[config.mk]
export PLATFORM = sky130hd
export DESIGN_NAME = div_iter
export DESIGN_NICKNAME = d
export VERILOG_FILES = /design/src/rtl/div_iter.sv
export SDC_FILE = /design/constraint.sdc
export NUM_CORES = 1
export LEC_CHECK = 0
export ABC_AREA = 1
export CORE_MARGIN = 3
export CORE_UTILIZATION = 60
export CTS_CLUSTER_DIAMETER = 200
export CTS_CLUSTER_SIZE = 24
export DETAILED_ROUTE_END_ITERATION = 12
export PLACE_DENSITY = 0.84
export SLEW_MARGIN = 20
export SYNTH_ARGS = -nofsm -noshare
export SYNTH_HDL_FRONTEND = slang
export SYNTH_SLANG_ARGS = --single-unit
[constraint.sdc]
create_clock -name clk_i -period 12.2 [get_ports clk_i]
set_clock_uncertainty 0.05 [all_clocks]
set_input_delay 1.22 -clock clk_i [delete_from_list [all_inputs] [get_ports clk_i]]
set_output_delay 1.22 -clock clk_i [all_outputs]
set_load 0.03 [all_outputs]
[src/rtl/div_iter.sv]
// Radix-2 restoring divider for the EX stage: one quotient bit per cycle,
// signed/unsigned, with a stall request while busy and a one-cycle ready pulse.
module div_iter #(
    parameter int WIDTH = 32
) (
    input  logic             clk_i,
    input  logic             rst_ni,
    input  logic             start_i,
    input  logic             signed_div_i,
    input  logic             annul_i,
    input  logic [WIDTH-1:0] opa_i,
    input  logic [WIDTH-1:0] opb_i,
    output logic             stall_o,
    output logic             ready_o,
    output logic             divzero_o,
    output logic [WIDTH-1:0] quot_o,
    output logic [WIDTH-1:0] rem_o
);

    localparam int CW = $clog2(WIDTH);

    typedef enum logic [1:0] {IDLE, BUSY, DONE} state_e;

    state_e           state_q, state_d;
    logic [CW-1:0]    cnt_q, cnt_d;
    logic             ready_q, ready_d;
    logic             divzero_q, divzero_d;
    logic [WIDTH-1:0] quot_q, quot_d;
    logic [WIDTH-1:0] rem_q, rem_d;
    logic [WIDTH-1:0] acc_q, acc_d;
    logic [WIDTH-1:0] dvd_q, dvd_d;
    logic [WIDTH-1:0] dvs_q, dvs_d;
    logic             qneg_q, qneg_d;
    logic             rneg_q, rneg_d;

    logic             accept;
    logic             last_step;
    logic             sign_a, sign_b;
    logic             trial_ge;
    logic [WIDTH:0]   shifted;
    logic [WIDTH-1:0] trial;

    function automatic logic [WIDTH-1:0] cond_neg(input logic [WIDTH-1:0] v,
                                                  input logic neg);
        return neg ? -v : v;
    endfunction

    assign sign_a    = signed_div_i & opa_i[WIDTH-1];
    assign sign_b    = signed_div_i & opb_i[WIDTH-1];
    assign accept    = (state_q != BUSY) && start_i && !annul_i;
    assign last_step = (cnt_q == CW'(WIDTH - 1));

    // The partial remainder stays below the divisor, so the WIDTH-bit
    // difference is exact whenever the trial subtraction succeeds.
    assign shifted   = {acc_q, dvd_q[WIDTH-1]};
    assign trial_ge  = (shifted >= {1'b0, dvs_q});
    assign trial     = shifted[WIDTH-1:0] - dvs_q;

    assign stall_o   = rst_ni && ((state_q == BUSY) || accept);
    assign ready_o   = ready_q;
    assign divzero_o = divzero_q;
    assign quot_o    = quot_q;
    assign rem_o     = rem_q;

    always_comb begin
        state_d   = state_q;
        cnt_d     = cnt_q;
        ready_d   = 1'b0;
        divzero_d = divzero_q;
        quot_d    = quot_q;
        rem_d     = rem_q;
        acc_d     = acc_q;
        dvd_d     = dvd_q;
        dvs_d     = dvs_q;
        qneg_d    = qneg_q;
        rneg_d    = rneg_q;

        if (annul_i) begin
            state_d = IDLE;
            cnt_d   = '0;
        end else if (state_q == BUSY) begin
            acc_d = trial_ge ? trial : shifted[WIDTH-1:0];
            dvd_d = {dvd_q[WIDTH-2:0], trial_ge};
            cnt_d = cnt_q + CW'(1);
            if (last_step) begin
                state_d   = DONE;
                ready_d   = 1'b1;
                divzero_d = 1'b0;
                quot_d    = cond_neg(dvd_d, qneg_q);
                rem_d     = cond_neg(acc_d, rneg_q);
                cnt_d     = '0;
            end
        end else if (start_i) begin
            dvd_d  = cond_neg(opa_i, sign_a);
            dvs_d  = cond_neg(opb_i, sign_b);
            acc_d  = '0;
            qneg_d = sign_a ^ sign_b;
            rneg_d = sign_a;
            cnt_d  = '0;
            if (opb_i == '0) begin
                state_d   = DONE;
                ready_d   = 1'b1;
                divzero_d = 1'b1;
                quot_d    = '1;
                rem_d     = opa_i;
            end else begin
                state_d = BUSY;
            end
        end else begin
            state_d = IDLE;
        end
    end

    always_ff @(posedge clk_i or negedge rst_ni) begin
        if (!rst_ni) begin
            state_q   <= IDLE;
            cnt_q     <= '0;
            ready_q   <= 1'b0;
            divzero_q <= 1'b0;
            quot_q    <= '0;
            rem_q     <= '0;
        end else begin
            state_q   <= state_d;
            cnt_q     <= cnt_d;
            ready_q   <= ready_d;
            divzero_q <= divzero_d;
            quot_q    <= quot_d;
            rem_q     <= rem_d;
        end
    end

    // Working registers are fully reloaded on every accepted start.
    always_ff @(posedge clk_i) begin
        acc_q  <= acc_d;
        dvd_q  <= dvd_d;
        dvs_q  <= dvs_d;
        qneg_q <= qneg_d;
        rneg_q <= rneg_d;
    end

endmodule

* Word-level counts from Yosys, hierarchy flattened
Index checks and enable logic that the tools add are counted.
** Word-level totals
- Register bits :: 171
- Input port bits :: 69
- Word-level logic and storage cells :: 75
- Output and inout bits :: 67
** Operators by class
- Bitwise gates (word level) :: 5
- Mux-type cells :: 35
- Add/sub/neg operators :: 6
- Equal/unequal tests :: 5
- $lt $le $gt $ge :: 1
- Reduce and logical (&&, ||, !) cells :: 12
** Operators with widths (number)
- 2-to-1 mux 32 bit :: 17
- negator 32 bit :: 4
- greater-or-equal comparator 33 x 32 -> 1 bit :: 1
- logical NOT 32 bit :: 1
- subtractor 32 bit :: 1
- 2-to-1 mux 5 bit :: 4
- 2-to-1 mux 2 bit :: 5
- 2-to-1 mux 1 bit :: 9
- adder 5 x 1 -> 5 bit (second input constant) :: 1
- == test 5 bit (second input constant) :: 1
- AND reduction 4 bit :: 1
- nonzero test 2 bit :: 2
- logical AND 1 bit :: 3
- != test 3 bit (second input constant) :: 1
- AND reduction 3 bit :: 1
- nonzero test 3 bit :: 1
- AND 1 bit :: 2
- == test 2 x 1 -> 1 bit (second input constant) :: 1
- != test 2 x 1 -> 1 bit (second input constant) :: 1
- != test 2 bit (second input constant) :: 1
- NOT 1 bit :: 2
- AND reduction 2 bit :: 1
- logical NOT 1 bit :: 1
- logical OR 1 bit :: 1
- XOR 1 bit :: 1

* Logic depth before layout (Yosys ltp)
- Word-level depth :: 6
- Mapped depth :: 30
- Depth with buffers taken out :: 29

* Least setup slack after synthesis
Ideal clock, no wire load.
- Path type :: input to register
- From :: input port annul_i
- To :: register rem_q[18], in the netlist rem_o[18]
- Data required time :: 12033 ps
- Cell stages on the path :: 8
- Data arrival time :: 6836 ps
- Slack :: 5196 ps
- Buffers on the path :: 1
- Setup time :: 117 ps
- Cell sequence :: o21ai_0 o21a_1 nand2_1 clkbuf_1 a21oi_1 nand3_1 o21ai_1 inv_1
** Between the ends
- Word-level cells in the longest chain between the ends :: 2
** RTL lines
- start, declared :: RTL line 10 : input logic annul_i,
- NOT 1 bit (no source line)
- AND reduction 4 bit (no source line)
- end signal, assigned :: RTL line 128 : rem_q <= rem_d;
- end, declared :: RTL line 29 : logic [WIDTH-1:0] rem_q, rem_d;
Every way passes these cells.
A chain may end at the register's enable or synchronous reset.

* Worst setup path after layout
- From :: register acc_q[1]
- To :: register quot_q[30], in the netlist quot_o[30]
** Between the ends
- Word-level cells in the longest chain between the ends :: 5
** RTL lines
- start, declared :: RTL line 30 : logic [WIDTH-1:0] acc_q, acc_d;
- start signal, assigned :: RTL line 134 : acc_q <= acc_d;
- greater-or-equal comparator 33 x 32 -> 1 bit :: RTL line 56 : assign trial_ge = (shifted >= {1'b0, dvs_q});
- negator 32 bit :: RTL line 45 : return neg ? -v : v;
- 2-to-1 mux 32 bit :: RTL line 45
- 2-to-1 mux 32 bit :: RTL line 85 : if (last_step) begin
- 2-to-1 mux 32 bit :: RTL line 81 : end else if (state_q == BUSY) begin
- end signal, assigned :: RTL line 127 : quot_q <= quot_d;
- end, declared :: RTL line 28 : logic [WIDTH-1:0] quot_q, quot_d;
Every way passes these cells. The select of a mux whose other input is x is not followed.

==> impl_metrics.csv <==
group,metric,value,unit
status,run_status,"completed",
floorplan,start_util,61.9,%
sta,maxSlewHeadroom,24.8,%
sta,grt_setup_unrepaired,"false",
clock_tree,insertion_delay,440,ps
pwr,power_density,175,mW/mm^2
drt,wl_per_cell,19.2,microns
yosys,synth.avg_cell_area,7.06,sq um
floorplan,io_pins,136,
global_route,grt_max_degree,108,
floorplan,coreArea,0.0206,sq mm
sta,whs,436,ps
global_route,grt_pass1_wl,64700,microns
layout,area_delta_synth_final,16.4,%
clock_tree,cts_max_level,4,
pwr,clockPowerShare,20.9,%
clock_tree,ctsHoldBuffers,0,
global_route,grt_util_all_layers,36.5,%
layout,final_util,72.1,%
floorplan,die_area,0.0230,sq mm
floorplan,die_h,152,microns
global_route,antenna_found_initial,1,
worst_setup_path,end_kind,"flip-flop",
layout,drive_gt1_share,6.48,%
pwr,p_int,1.45,mW
global_route,first_global_vias,12100,
yosys,yosys.cell_types.count,55,
layout,final.fill_count,1709,
clock_tree,post_cts_resize_count,0,
sta,setup_ws,7040,ps
yosys,synth_top_family_by_area,"simple AND/OR/NAND/NOR gates",
pwr,leakagePower,6.70,nW
run,maxCapViolCount,0,
drt,first_iter_violations,1505,
worst_setup_path,ff2ff_path_depth,28,
yosys,synth_area_leaders,"edfxtp_1 (23%), dfrtp_1 (14%), nand2_1 (14%), inv_1 (6.7%), nor2_1 (6.2%)",
sta,slew_violations,0,
global_route,grt-ovfl-total,0,
min_path,whs_endpoint,"quot_o[9]$_DFFE_PN0P_",
layout,diodes,0,
yosys,synth_simple_gate_area_share,33.9,%
worst_setup_path,cp.arrival,5500,ps
floorplan,placementRows,52,
drt,routed_wl,42200,microns
clock_tree,cts_setup_buffers,0,
pwr,comb_power_share,45.1,%
yosys,ys_ff_latch,171,
worst_setup_path,critPathSlowestCell,"edfxtp_1",
floorplan,die_w,152,microns
yosys,synthXorXnorAreaFrac,2.82,%
yosys,synthAdderAreaFrac,3.89,%
sta,setup_viol,0,
clock_tree,cts_tree,"built",
min_path,worstHoldStart,"quot_o[9]$_DFFE_PN0P_",
yosys,synthArstFlopShare,42.7,%
clock_tree,clock-sinks,171,
yosys,synth_top_area_share,23.1,%
layout,final_common_cell,"nand2_1",
worst_setup_path,slowest_delay,450,ps
drt,drtPass1Iterations,8,
yosys,synth_enable_flop_cells,98,
worst_setup_path,r2r-end,"quot_o[30]$_DFFE_PN0P_",
yosys,synth-compound-area-share,12.8,%
place,dp_hpwl,32300,microns
sta,tns,0,ps
clock_tree,numCtsBuffers,17,
yosys,synth_area,0.0127,sq mm
place,place_congestion,0.994,
place,dp_slack,6980,ps
sta,layout_min_cycle_time,5160,ps
pwr,finalPower,2.60,mW
yosys,yosysTopAreaCell,"edfxtp_1",
place,io_buffer_count,135,
worst_setup_path,reg2reg_setup_slack,7040,ps
global_route,use_met3,8.98,%
clock_tree,path_clk_slew,80,ps
pwr,power_frac_seq,33.9,%
sta,fmax,194,MHz
yosys,synth_cells,1804,
yosys,ys_warn_count,0,
yosys,yosysSeqAreaShare,37.4,%
yosys,synth_mux_area_share,0,%
min_path,holdPathStages,2,
worst_setup_path,start_kind,"flip-flop",
pwr,switching_share,44.2,%
global_route,busiest_layer,"met2",
yosys,synth-main-ff-cell,"edfxtp_1",
worst_setup_path,path_max_fanout,56,
clock_tree,cts_buffer_depth,2,
layout,final_nets,2023,
pwr,vdd_ir_drop_max,0.145,mV
layout,most-common-layout-cells,"nand2_1 (474), inv_1 (229), nor2_1 (211)",
worst_setup_path,r2r_start,"acc_q[1]$_SDFFCE_PN0P_",
worst_setup_path,critPathRequiredTime,12530,ps
sta,post-route-period-util,42.3,%
sta,hold_violations,0,
worst_setup_path,crit_top_cell,"nand2_1",
yosys,syn_nets,1912,
clock_tree,cts_root_buf,"clkbuf_16",
drt,drc,0,
drt,ant_nets,0,
global_route,grt_util_met1,51.7,%
min_path,hp-class,"flip-flop to flip-flop",
drt,vias_per_cell,5.96,
pwr,power.switching,1.15,mW
sta,worstMarginPinSlew,1130,ps
global_route,use_met2,55.8,%
worst_setup_path,criticalPathCategory,"flip-flop to flip-flop",
drt,vias,13100,
==> routing by layer <==
metal,wire length [microns],up-vias
met2,18600,799
li1,-,6190
met3,4790,88
met4,1100,2
met1,17700,6017
met5,13,-
==> cells in the mapped netlist (3+ instances only) <==
master and number:
clkbuf_1 32, nor3_1 35, nor4_1 10, o22ai_1 4, o21bai_1 5, buf_2 9
inv_2 9, nand3_1 122, o21ai_1 17, a31oi_1 20, inv_1 229, o211ai_1 19
o21ai_0 105, dfrtp_1 73, and2_1 3, nand3b_1 20, o221ai_1 3, nor2_4 5
nor2_1 212, buf_6 3, nand4_1 36, nand2_1 475, ha_1 38, or2_1 7
nand2_2 26, edfxtp_1 98, buf_1 6, xor2_1 25, o31ai_1 4, a21oi_1 77
nand3_2 4, nor2_2 11, xnor2_1 16, a41oi_1 6, o21ai_2 6, nor3_2 4
or2_2 7
==> metrics by stage <==
| step | cells | area, sq um |
|---|---|---|
| 2_1_floorplan | 1804 | 12700 |
| 3_3_place_gp | 2166 | 14300 |
| 3_5_place_dp | 2166 | 14300 |
| 4_1_cts | 2198 | 14800 |
| 5_1_grt | 2198 | 14800 |
| 6_report | 2198 | 14800 |
==> final cells by class <==
cell class                      count  area, sq um  share of cell area [%]
Multi-Input combinational cell   1340         6820                    46.0
Sequential cell                   171         4770                    32.2
Timing Repair Buffer              145         1420                    9.60
Inverter                          240          905                    6.10
Clock buffer                       17          425                    2.87
Tap cell                          270          338                    2.28
Clock inverter                     15          150                    1.01
==> power by group through the flow <==
stage,Sequential [mW],Clock [mW],Combinational (mW)
finish,0.881,0.544,1.17
global placement,0.884,0,1.13
global route,0.891,0.568,1.27
floorplan,1.05,0,0.541
CTS,0.875,0.541,1.16
detailed placement,0.884,0,1.15
==> how the worst max path moves through the flow <==
stage / start / endpoint / slack (ps) / depth (start not counted)
finish: acc_q[1]$_SDFFCE_PN0P_ / quot_o[30]$_DFFE_PN0P_ / 7040 / 28
global route: acc_q[1]$_SDFFCE_PN0P_ / quot_o[30]$_DFFE_PN0P_ / 6500 / 28
CTS: acc_q[19]$_SDFFCE_PN0P_ / quot_o[30]$_DFFE_PN0P_ / 7190 / 26
detailed placement: opb_i[0] / quot_o[21]$_DFFE_PN0P_ / 6980 / 19
global placement: opb_i[0] / quot_o[21]$_DFFE_PN0P_ / 7060 / 19
floorplan: annul_i / rem_o[18]$_DFFE_PN0P_ / 5200 / 8
==> registers in the layout, indices dropped and copies added (netlist names) <==
register and count:
acc_q 32, dvd_q 32, dvs_q 32, quot_o 32, rem_o 32, cnt_q 5
state_q 2, divzero_o 1, qneg_q 1, ready_o 1, rneg_q 1
==> worst max-delay path, delay by kind of cell (launching register included) <==
| kind | cells | cell delay [ps] |
|---|---|---|
| fa+ha+maj | 2 | 630 |
| flops | 1 | 450 |
| compound gates | 5 | 640 |
| buf+inv | 3 | 490 |
| simple gates | 18 | 2820 |
==> logic make-up (layout without fill, tap and decap cells) <==
logic type | after synthesis | count (layout)
flops | 171 | 171
fa+ha+maj | 39 | 39
compound gates | 280 | 280
buf+inv | 293 | 417
xor+xnor | 41 | 41
simple gates | 980 | 980
Power figures use the tool's default switching activity.
